**config.mk**
```make
export PLATFORM = sky130hd
export DESIGN_NAME = data_hazard_scoreboard_flat
export DESIGN_NICKNAME = d
export VERILOG_FILES = /design/src/rtl/data_hazard_scoreboard_if.sv /design/src/rtl/data_hazard_scoreboard.sv /design/src/flat_wrapper.sv
export SDC_FILE = /design/constraint.sdc
export NUM_CORES = 1
export LEC_CHECK = 0
export BUFFER_PORTS_ARGS = -buffer_cell sky130_fd_sc_hd__buf_2
export CAP_MARGIN = 20
export CORE_UTILIZATION = 45
export DETAILED_ROUTE_END_ITERATION = 8
export PLACE_DENSITY = 0.75
export SYNTH_ARGS = -nofsm -noshare
export SYNTH_HDL_FRONTEND = slang
export SYNTH_SLANG_ARGS = --single-unit
export TNS_END_PERCENT = 20
```
**constraint.sdc**
```tcl
create_clock -name clk_i -period 7.1 [get_ports clk_i]
set_clock_uncertainty 0.2 [all_clocks]
set_input_delay 1.065 -clock clk_i [delete_from_list [all_inputs] [get_ports clk_i]]
set_output_delay 1.065 -clock clk_i [all_outputs]
set_load 0.01 [all_outputs]
```
**src/rtl/data_hazard_scoreboard_if.sv**
```systemverilog
// OF-stage <-> hazard scoreboard signal bundle.
// master drives the OF instruction; slave (the scoreboard) returns the stall/issue decision and status.
interface data_hazard_scoreboard_if #(
  parameter int unsigned PERF_W = 16
) ();
  logic              of_valid;
  logic [31:0]       of_instruction;
  logic              flush;
  logic              of_stall;
  logic              of_issue;
  logic [15:0]       reg_busy;
  logic              flags_busy;
  logic [PERF_W-1:0] stall_cycles;

  modport master (
    output of_valid, of_instruction, flush,
    input  of_stall, of_issue, reg_busy, flags_busy, stall_cycles
  );

  modport slave (
    input  of_valid, of_instruction, flush,
    output of_stall, of_issue, reg_busy, flags_busy, stall_cycles
  );
endinterface

```
**src/rtl/data_hazard_scoreboard.sv**
```systemverilog
// Per-register countdown scoreboard deciding stall/issue for the OF-stage instruction.
// Define FORWARDING_EN to relax source readiness to the bypass-network timing.
module data_hazard_scoreboard #(
  parameter int unsigned WB_LATENCY   = 3,
  parameter int unsigned LONG_LATENCY = 6,
  parameter int unsigned CNT_W        = 4,
  parameter int unsigned PERF_W       = 16
) (
  input  logic                     clk_i,
  input  logic                     reset_i,
  data_hazard_scoreboard_if.slave  hz
);

  localparam logic [4:0] OP_MUL  = 5'b00010;
  localparam logic [4:0] OP_DIV  = 5'b00011;
  localparam logic [4:0] OP_MOD  = 5'b00100;
  localparam logic [4:0] OP_CMP  = 5'b00101;
  localparam logic [4:0] OP_NOT  = 5'b01000;
  localparam logic [4:0] OP_MOV  = 5'b01001;
  localparam logic [4:0] OP_ASR  = 5'b01100;
  localparam logic [4:0] OP_LD   = 5'b01110;
  localparam logic [4:0] OP_ST   = 5'b01111;
  localparam logic [4:0] OP_BEQ  = 5'b10000;
  localparam logic [4:0] OP_BGT  = 5'b10001;
  localparam logic [4:0] OP_CALL = 5'b10011;
  localparam logic [4:0] OP_RET  = 5'b10100;

  localparam logic [CNT_W-1:0]  LAT_WB   = CNT_W'(WB_LATENCY);
  localparam logic [CNT_W-1:0]  LAT_LONG = CNT_W'(LONG_LATENCY);
  localparam logic [CNT_W-1:0]  CNT_ONE  = CNT_W'(1);
  localparam logic [PERF_W-1:0] PERF_ONE = PERF_W'(1);

  logic [4:0] opcode;
  logic       imm;
  logic [3:0] rd;
  logic [3:0] rs1;
  logic [3:0] rs2;
  logic       unused_ins_low;

  assign opcode         = hz.of_instruction[31:27];
  assign imm            = hz.of_instruction[26];
  assign rd             = hz.of_instruction[25:22];
  assign rs1            = hz.of_instruction[21:18];
  assign rs2            = hz.of_instruction[17:14];
  assign unused_ins_low = ^hz.of_instruction[13:0];

  logic       src1_en;
  logic       src2_en;
  logic       src_flags;
  logic       dst_en;
  logic       dst_flags;
  logic       dst_long;
  logic [3:0] src1_idx;
  logic [3:0] src2_idx;
  logic [3:0] dst_idx;

  always_comb begin
    src1_en   = 1'b0;
    src2_en   = 1'b0;
    src_flags = 1'b0;
    dst_en    = 1'b0;
    dst_flags = 1'b0;
    dst_long  = 1'b0;
    src1_idx  = rs1;
    src2_idx  = rs2;
    dst_idx   = rd;
    // ALU group, ld and st all share the rs1/rs2 field layout
    if (opcode <= OP_ASR || opcode == OP_LD || opcode == OP_ST) begin
      src1_en = (opcode != OP_NOT) && (opcode != OP_MOV);
      if (opcode == OP_ST) begin
        src2_en  = 1'b1;
        src2_idx = rd;
      end else begin
        src2_en = ~imm;
      end
      dst_en    = (opcode != OP_CMP) && (opcode != OP_ST);
      dst_flags = (opcode == OP_CMP);
      dst_long  = (opcode == OP_MUL) || (opcode == OP_DIV) || (opcode == OP_MOD);
    end else begin
      case (opcode)
        OP_BEQ, OP_BGT: src_flags = 1'b1;
        OP_CALL: begin
          dst_en  = 1'b1;
          dst_idx = 4'd15;
        end
        OP_RET: begin
          src1_en  = 1'b1;
          src1_idx = 4'd15;
        end
        default: ;
      endcase
    end
  end

  logic [CNT_W-1:0]  cnt_q [16];
  logic [CNT_W-1:0]  cnt_d [16];
  logic [CNT_W-1:0]  cnt_f_q;
  logic [CNT_W-1:0]  cnt_f_d;
  logic [PERF_W-1:0] stall_q;
  logic [PERF_W-1:0] stall_d;

  logic src1_rdy;
  logic src2_rdy;
  logic flags_rdy;

`ifdef FORWARDING_EN
  localparam logic [CNT_W-1:0] LAT_LD = CNT_W'(WB_LATENCY - 1);

  logic [15:0] ld_q;
  logic [15:0] ld_d;
  logic        dst_ld;

  assign dst_ld = (opcode == OP_LD);

  // A load result reaches the bypass one cycle later than an ALU result
  function automatic logic src_ready(input logic [CNT_W-1:0] cnt, input logic from_ld);
    return from_ld ? (cnt <= LAT_LD) : (cnt <= LAT_WB);
  endfunction

  assign src1_rdy  = ~src1_en   | src_ready(cnt_q[src1_idx], ld_q[src1_idx]);
  assign src2_rdy  = ~src2_en   | src_ready(cnt_q[src2_idx], ld_q[src2_idx]);
  assign flags_rdy = ~src_flags | src_ready(cnt_f_q, 1'b0);
`else
  assign src1_rdy  = ~src1_en   | (cnt_q[src1_idx] == '0);
  assign src2_rdy  = ~src2_en   | (cnt_q[src2_idx] == '0);
  assign flags_rdy = ~src_flags | (cnt_f_q == '0);
`endif

  logic [CNT_W-1:0] dst_lat;
  logic             waw;
  logic             live;
  logic             stall;
  logic             issue;

  assign dst_lat = dst_long ? LAT_LONG : LAT_WB;
  // A younger write must never retire ahead of an older one to the same register
  assign waw     = dst_en & (cnt_q[dst_idx] > dst_lat);
  assign live    = hz.of_valid & ~hz.flush;
  assign stall   = live & (~src1_rdy | ~src2_rdy | ~flags_rdy | waw);
  assign issue   = live & ~stall;

  always_comb begin
    for (int i = 0; i < 16; i++) begin
      cnt_d[i] = (cnt_q[i] != '0) ? cnt_q[i] - CNT_ONE : '0;
    end
    cnt_f_d = (cnt_f_q != '0) ? cnt_f_q - CNT_ONE : '0;
    if (issue && dst_en) begin
      cnt_d[dst_idx] = dst_lat;
    end
    if (issue && dst_flags) begin
      cnt_f_d = LAT_WB;
    end
  end

`ifdef FORWARDING_EN
  always_comb begin
    ld_d = ld_q;
    if (issue && dst_en) begin
      ld_d[dst_idx] = dst_ld;
    end
  end
`endif

  assign stall_d = (stall && (stall_q != '1)) ? stall_q + PERF_ONE : stall_q;

  always_ff @(posedge clk_i) begin
    if (reset_i) begin
      cnt_q   <= '{default: '0};
      cnt_f_q <= '0;
      stall_q <= '0;
    end else begin
      cnt_q   <= cnt_d;
      cnt_f_q <= cnt_f_d;
      stall_q <= stall_d;
    end
  end

`ifdef FORWARDING_EN
  always_ff @(posedge clk_i) begin
    if (reset_i) begin
      ld_q <= '0;
    end else begin
      ld_q <= ld_d;
    end
  end
`endif

  logic [15:0] busy;

  always_comb begin
    busy = '0;
    for (int i = 0; i < 16; i++) begin
      busy[i] = (cnt_q[i] != '0);
    end
  end

  assign hz.of_stall     = stall;
  assign hz.of_issue     = issue;
  assign hz.reg_busy     = busy;
  assign hz.flags_busy   = (cnt_f_q != '0);
  assign hz.stall_cycles = stall_q;

endmodule

```
**src/flat_wrapper.sv**
```systemverilog
// flat-port wrapper written by rule: the top's interface ports become plain ports
module data_hazard_scoreboard_flat 
#(
  parameter int unsigned WB_LATENCY   = 3,
  parameter int unsigned LONG_LATENCY = 6,
  parameter int unsigned CNT_W        = 4,
  parameter int unsigned PERF_W       = 16
)
  (clk_i, reset_i, hz_of_valid, hz_of_instruction, hz_flush, hz_of_stall, hz_of_issue, hz_reg_busy, hz_flags_busy, hz_stall_cycles);
  data_hazard_scoreboard_if #(.PERF_W(PERF_W)) hz_i ();
  input  logic clk_i;
  input  logic reset_i;
  input wire logic [$bits(hz_i.of_valid)-1:0] hz_of_valid;
  input wire logic [$bits(hz_i.of_instruction)-1:0] hz_of_instruction;
  input wire logic [$bits(hz_i.flush)-1:0] hz_flush;
  output wire logic [$bits(hz_i.of_stall)-1:0] hz_of_stall;
  output wire logic [$bits(hz_i.of_issue)-1:0] hz_of_issue;
  output wire logic [$bits(hz_i.reg_busy)-1:0] hz_reg_busy;
  output wire logic [$bits(hz_i.flags_busy)-1:0] hz_flags_busy;
  output wire logic [$bits(hz_i.stall_cycles)-1:0] hz_stall_cycles;
  assign hz_i.of_valid = hz_of_valid;
  assign hz_i.of_instruction = hz_of_instruction;
  assign hz_i.flush = hz_flush;
  assign hz_of_stall = hz_i.of_stall;
  assign hz_of_issue = hz_i.of_issue;
  assign hz_reg_busy = hz_i.reg_busy;
  assign hz_flags_busy = hz_i.flags_busy;
  assign hz_stall_cycles = hz_i.stall_cycles;
  data_hazard_scoreboard #(.WB_LATENCY(WB_LATENCY), .LONG_LATENCY(LONG_LATENCY), .CNT_W(CNT_W), .PERF_W(PERF_W)) u_core (.clk_i(clk_i), .reset_i(reset_i), .hz(hz_i));
endmodule
```
# == Word-level counts from Yosys, hierarchy flattened ==
# Index checks and enable logic that the tools add are counted.
# totals
input_bits,36
output_inout_bits,35
register_bits,84
# classes
mux,48
n_eq_ne,15
bitwise,23
n_addsub,18
n_reduce_logical,32
n_lt_le_gt_ge,6
# op_table
op,n
2-to-1 mux 4 bit,29
nonzero test 4 bit,17
"subtractor 4 x 1 -> 4 bit, second input constant",17
bitwise mux 64 bit,1
2-to-1 mux 64 bit,1
binary-select mux 4 bit (select 4 bit),3
"== test 5 bit, second input constant",4
"adder 16 x 1 -> 16 bit, second input constant",1
demux 4 bit (select 4 bit),1
"!= test 16 bit, second input constant",1
">= comparator 5 bit, second input constant",3
"!= test 5 x 4 -> 1 bit, second input constant",3
inverter 4 -> 5 bit,3
zero test 4 bit,3
"== test 5 x 2 -> 1 bit, second input constant",2
"== test 5 x 3 -> 1 bit, second input constant",2
"== test 5 x 4 -> 1 bit, second input constant",2
2-to-1 mux 1 bit,10
inverter 1 bit,10
logical AND 1 bit,6
bitwise OR 1 bit,6
"less-or-equal comparator 5 x 4 -> 1 bit, second input constant",1
"less-than comparator 5 x 1 -> 1 bit, second input constant",1
"!= test 5 x 3 -> 1 bit, second input constant",1
other kinds (7),14

# == Longest topological paths before layout ==
# depth
ltp_word,19
mapped_depth,20

# == Least setup slack after synthesis ==
# Ideal clock, no wire load.
# synth_path
path_kind,input to output
from,input port hz_of_instruction[29]
to,output port hz_of_stall
t_required_ns,5.835
path_slack_ns,1.858
arrival_ns,3.977
cell_stages,15
path_cell_list,buf_4 > and4bb_1 > nand2_1 > clkbuf_1 > nand2_1 > a22o_1 > a21oi_1 > nand3_1 > ha_1 > o21ai_0 > nor4b_1 > and4b_4 > or2_1 > buf_2 > a21oi_1
# synth_between
elab_chain_cells,15
elab_cells_between_ends,66
cone_classes,2 x order compare; 13 x eq/ne; 25 x mux; 17 x bitwise; 9 x reduce/logical
# synth_lines
item,line,source
start: declaration,flat_wrapper.sv:14,input wire logic [$bits(hz_i.of_instruction)-1:0] hz_of_instruction;
less-or-equal comparator 5 x 4 -> 1 bit / == test 5 x 4 -> 1 bit (equally long branches),data_hazard_scoreboard.sv:68,if (opcode <= OP_ASR || opcode == OP_LD || opcode == OP_ST) begin
logical OR 1 bit (2 in a row),data_hazard_scoreboard.sv:68,
2-to-1 mux 4 bit,data_hazard_scoreboard.sv:68,
"inverter 4 -> 5 bit, on equally long branches","data_hazard_scoreboard.sv:124, data_hazard_scoreboard.sv:125",
"binary-select mux 4 bit (select 4 bit), on equally long branches","data_hazard_scoreboard.sv:124, data_hazard_scoreboard.sv:125",
"2-to-1 mux 4 bit, on equally long branches (2 in a row)","data_hazard_scoreboard.sv:124, data_hazard_scoreboard.sv:125",
"zero test 4 bit, on equally long branches","data_hazard_scoreboard.sv:124, data_hazard_scoreboard.sv:125",
"bitwise OR 1 bit, on equally long branches","data_hazard_scoreboard.sv:124, data_hazard_scoreboard.sv:125",
inverter 1 bit,data_hazard_scoreboard.sv:139,assign stall = live & (~src1_rdy | ~src2_rdy | ~flags_rdy | waw);
bitwise OR 1 bit (2 in a row),data_hazard_scoreboard.sv:139,
bitwise OR 1 bit (*),data_hazard_scoreboard.sv:139,
AND 1 bit (*),data_hazard_scoreboard.sv:139,
end: declaration,flat_wrapper.sv:16,output wire logic [$bits(hz_i.of_stall)-1:0] hz_of_stall;
# Every way passes the cells marked *; elsewhere a longest branch is shown, timed or not. The select of a mux whose other input is x is not followed.

# == Worst setup path after layout ==
# layout_path
from,input port hz_of_instruction[28]
to,output port hz_of_stall
# Same word-level chain as after synthesis.

==> summary.txt <==
Synthesis
  – Syn_area_per_cell: 8.21 um2
  – Synth Warn #: 0
  – Syn nets: 675
  – Cells after Synth: 636
  – Mapped Area: 5220 um2
  – Prevailing post-synth register cell: dfxtp_1
  – Synth cell types: 72
  – Async SR Flop Fraction: 0
  – Synth Register Bits: 84
  – Post-synthesis sequential area ratio: 0.322
  – Post-synth EDFFs: 0

Setup path
  – Critical-path cell list: buf_2 -> and4bb_1 -> nand2_1 -> and2_1 -> nor2_1 -> a21oi_1 -> a21oi_1 -> nand3_1 -> ha_1 -> o21ai_0 -> nor4b_1 -> and4b_4 -> or2_1 -> a21oi_1 -> buf_2
  – Worst Path Required: 5.83 ns
  – Max FO, Critical Path: 15
  – Most common cell on crit path: a21oi_1
  – Crit path max-delay cell type: a21oi_1
  – Critical Path Start Type: input port
  – Setup crit end kind: output pin
  – CP peak stage delay: 0.43 ns
  – Kind of critical path: input port to output pin
  – Critical path arrival: 4.70 ns

Clock tree
  – Worst-Skew Late Latency: 0.35 ns
  – Clock Sinks: 84
  – CTS max path bufs: 2
  – # Post-CTS Setup Buffers: 0
  – Clock root cell: clkbuf_16
  – H-tree depth: 3
  – CTS tree: done
  – CTS buffer count: 9
  – Reg clk slew, reported paths: 0.06 ns
  – Cts repair resizes: 0
  – Hold buffers post-CTS: 0

Power and ir drop
  – Net Switching: 0.000278 W
  – Seq pwr share: 0.460
  – Net Sw Frac: 0.269
  – Tot Pwr: 0.00103 W
  – Combinational cell fraction of total power: 0.116
  – Pwr Density: 177 nW/um2
  – Clock group share of total power: 0.424
  – Int Pwr: 0.000756 W
  – Leak: 2.54 nW
  – VDD IR max: 0.0941 mV

STA
  – Min Tclk post-route: 5.96 ns
  – Fmax: 168 MHz
  – RSZ-0062 raised after global routing: false
  – Fin Setup TNS: 0 ns
  – PnR worst setup slack: 1.14 ns
  – Final setup viols: 0
  – Final period utilization: 0.840
  – Final Max Slew Viols: 0
  – Worst-margin pin slew: 1.05 ns
  – Slew HR: 0.293
  – Hold Fails Final Rpt: 0

Placement
  – Routability cong.: 0.902
  – IO buf count: 56
  – Pre-CTS WS: 1.27 ns
  – Final HPWL DP: 11000 um
  – DP Cell Count: 803

Worst hold path
  – Worst hold path type: flop to flop

Global route
  – GR Overflow Total: 0
  – Gr usage total: 0.263
  – Initial antenna violation count: 0
  – Vias in the first global route: 4622
  – First-pass GRT wire length: 23900 um
  – Pin count of the biggest net entering global routing: 82

Drt
  – DR vias/cell: 6.38
  – Total wire length: 15200 um
  – DRT iter0 DRCs: 490
  – 1st-pass router iterations: 5
  – Detail Route Antenna Nets: 0
  – Residual DRC: 0
  – Total number of vias: 5227
  – Post-DR wirelength/cell: 18.6 um

Floorplanning
  – Chip Height: 110 um
  – # IOs: 71
  – Die area: 12000 um2
  – Chip Width: 110 um
  – Starting Density: 0.471
  – Rows: 38
  – Core area: 11100 um2

Cells and area
  – Most frequent cells in the layout: 84 x dfxtp_1, 62 x nor2_1, 56 x nand2_1, 56 x buf_2, 55 x a21oi_1
  – Non-Filler Instances: 819
  – Layout cells sized above 1: 0.187
  – Synth-to-Final Area Change: 11.8%
  – Ant. Diodes: 0
  – Commonest non-fill, non-tap cell in the layout: dfxtp_1
  – Final #Nets: 714

Outcome
  – Outcome: complete, no violations

Run
  – Max-cap violations: 0
==> power groups by stage <==
stage | logic [W] | clock network, W | registers (W)
after global routing | 0.000132 | 0.000466 | 0.000476
after global placement | 0.000116 | 0 | 0.000486
after detailed placement | 0.000118 | 0 | 0.000487
after floorplan | 0.0000886 | 0 | 0.000486
final | 0.000120 | 0.000438 | 0.000476
after CTS | 0.000119 | 0.000444 | 0.000476
==> layer usage <==
layer	wire (um)	up-vias	track usage
li1	-	2480	-
met1	6620	2485	0.343
met2	7120	231	0.420
met3	997	31	0.0533
met4	475	0	0.120
met5	0	-	0
==> worst max-delay path: cells and delay by family <==
kind	cells	cell delay, ns
compound gates	4	0.77
fa+ha+maj	1	0.30
buf+inv	2	0.44
simple gates	8	2.13
==> layout make-up <==
cell class	instances	area [um2]
well taps	140	175
fillers	1040	5240
clock buffers	11	243
flip-flops and latches	84	1680
repair buffers	63	337
inverters	18	67.6
clock inverters	4	26.3
multi-input cells	499	3310
==> metrics by stage <==
stage	hold WS [ns]	utilization	area (um2)
detailed placement	0.297	0.502	5560
CTS	0.305	0.526	5830
global placement	0.279	0.502	5560
floorplan	0.266	-	5220
global route	0.325	0.527	5840
finish	0.310	0.527	5840
==> state kept, by name (all words and copies together), names as in the netlist <==
register and cells:
u_core.hz.stall_cycles 16, u_core.cnt_f_q 4, u_core.cnt_q 64
==> cell usage after synthesis, types with 10 or more instances <==
cell      number  area [um2]
nor3_1        20         100
nor2_1        62         233
a21oi_1       55         275
inv_1         17        63.8
nand3_1       10        50.1
clkbuf_1      20        75.1
mux2i_1       19         190
o311a_1       11         110
nor4_1        10        62.6
dfxtp_1       84        1680
nor2b_1       11        68.8
nor3b_1       12        90.1
o21ai_0       37         185
nand2b_1      10        62.6
nand4_1       21         131
nand2_1       56         210
and3_1        11        68.8
mux2_2        22         248
==> worst paths after layout <==
check | start | to | slack [ns] | cells past startpoint
worst max-delay path | hz_of_instruction[28] | hz_of_stall | 1.14 | 15
worst min register to register | u_core.cnt_q[19] | u_core.cnt_q[19] | 0.31 | 1
worst min-delay path | u_core.cnt_q[19] | u_core.cnt_q[19] | 0.31 | 1
worst max register to register | u_core.cnt_q[16] | u_core.cnt_q[6] | 2.89 | 10
==> logic make-up after synthesis <==
logic type / share of synthesized area
and+or+nand+nor: 0.286
buffers and inverters: 0.0446
xor gates and xnor gates: 0.00503
adders and majority gates: 0.00719
muxes: 0.129
DFF: 0.322
AOI/OAI and AO/OA: 0.206
Power figures use the tool's default switching activity.
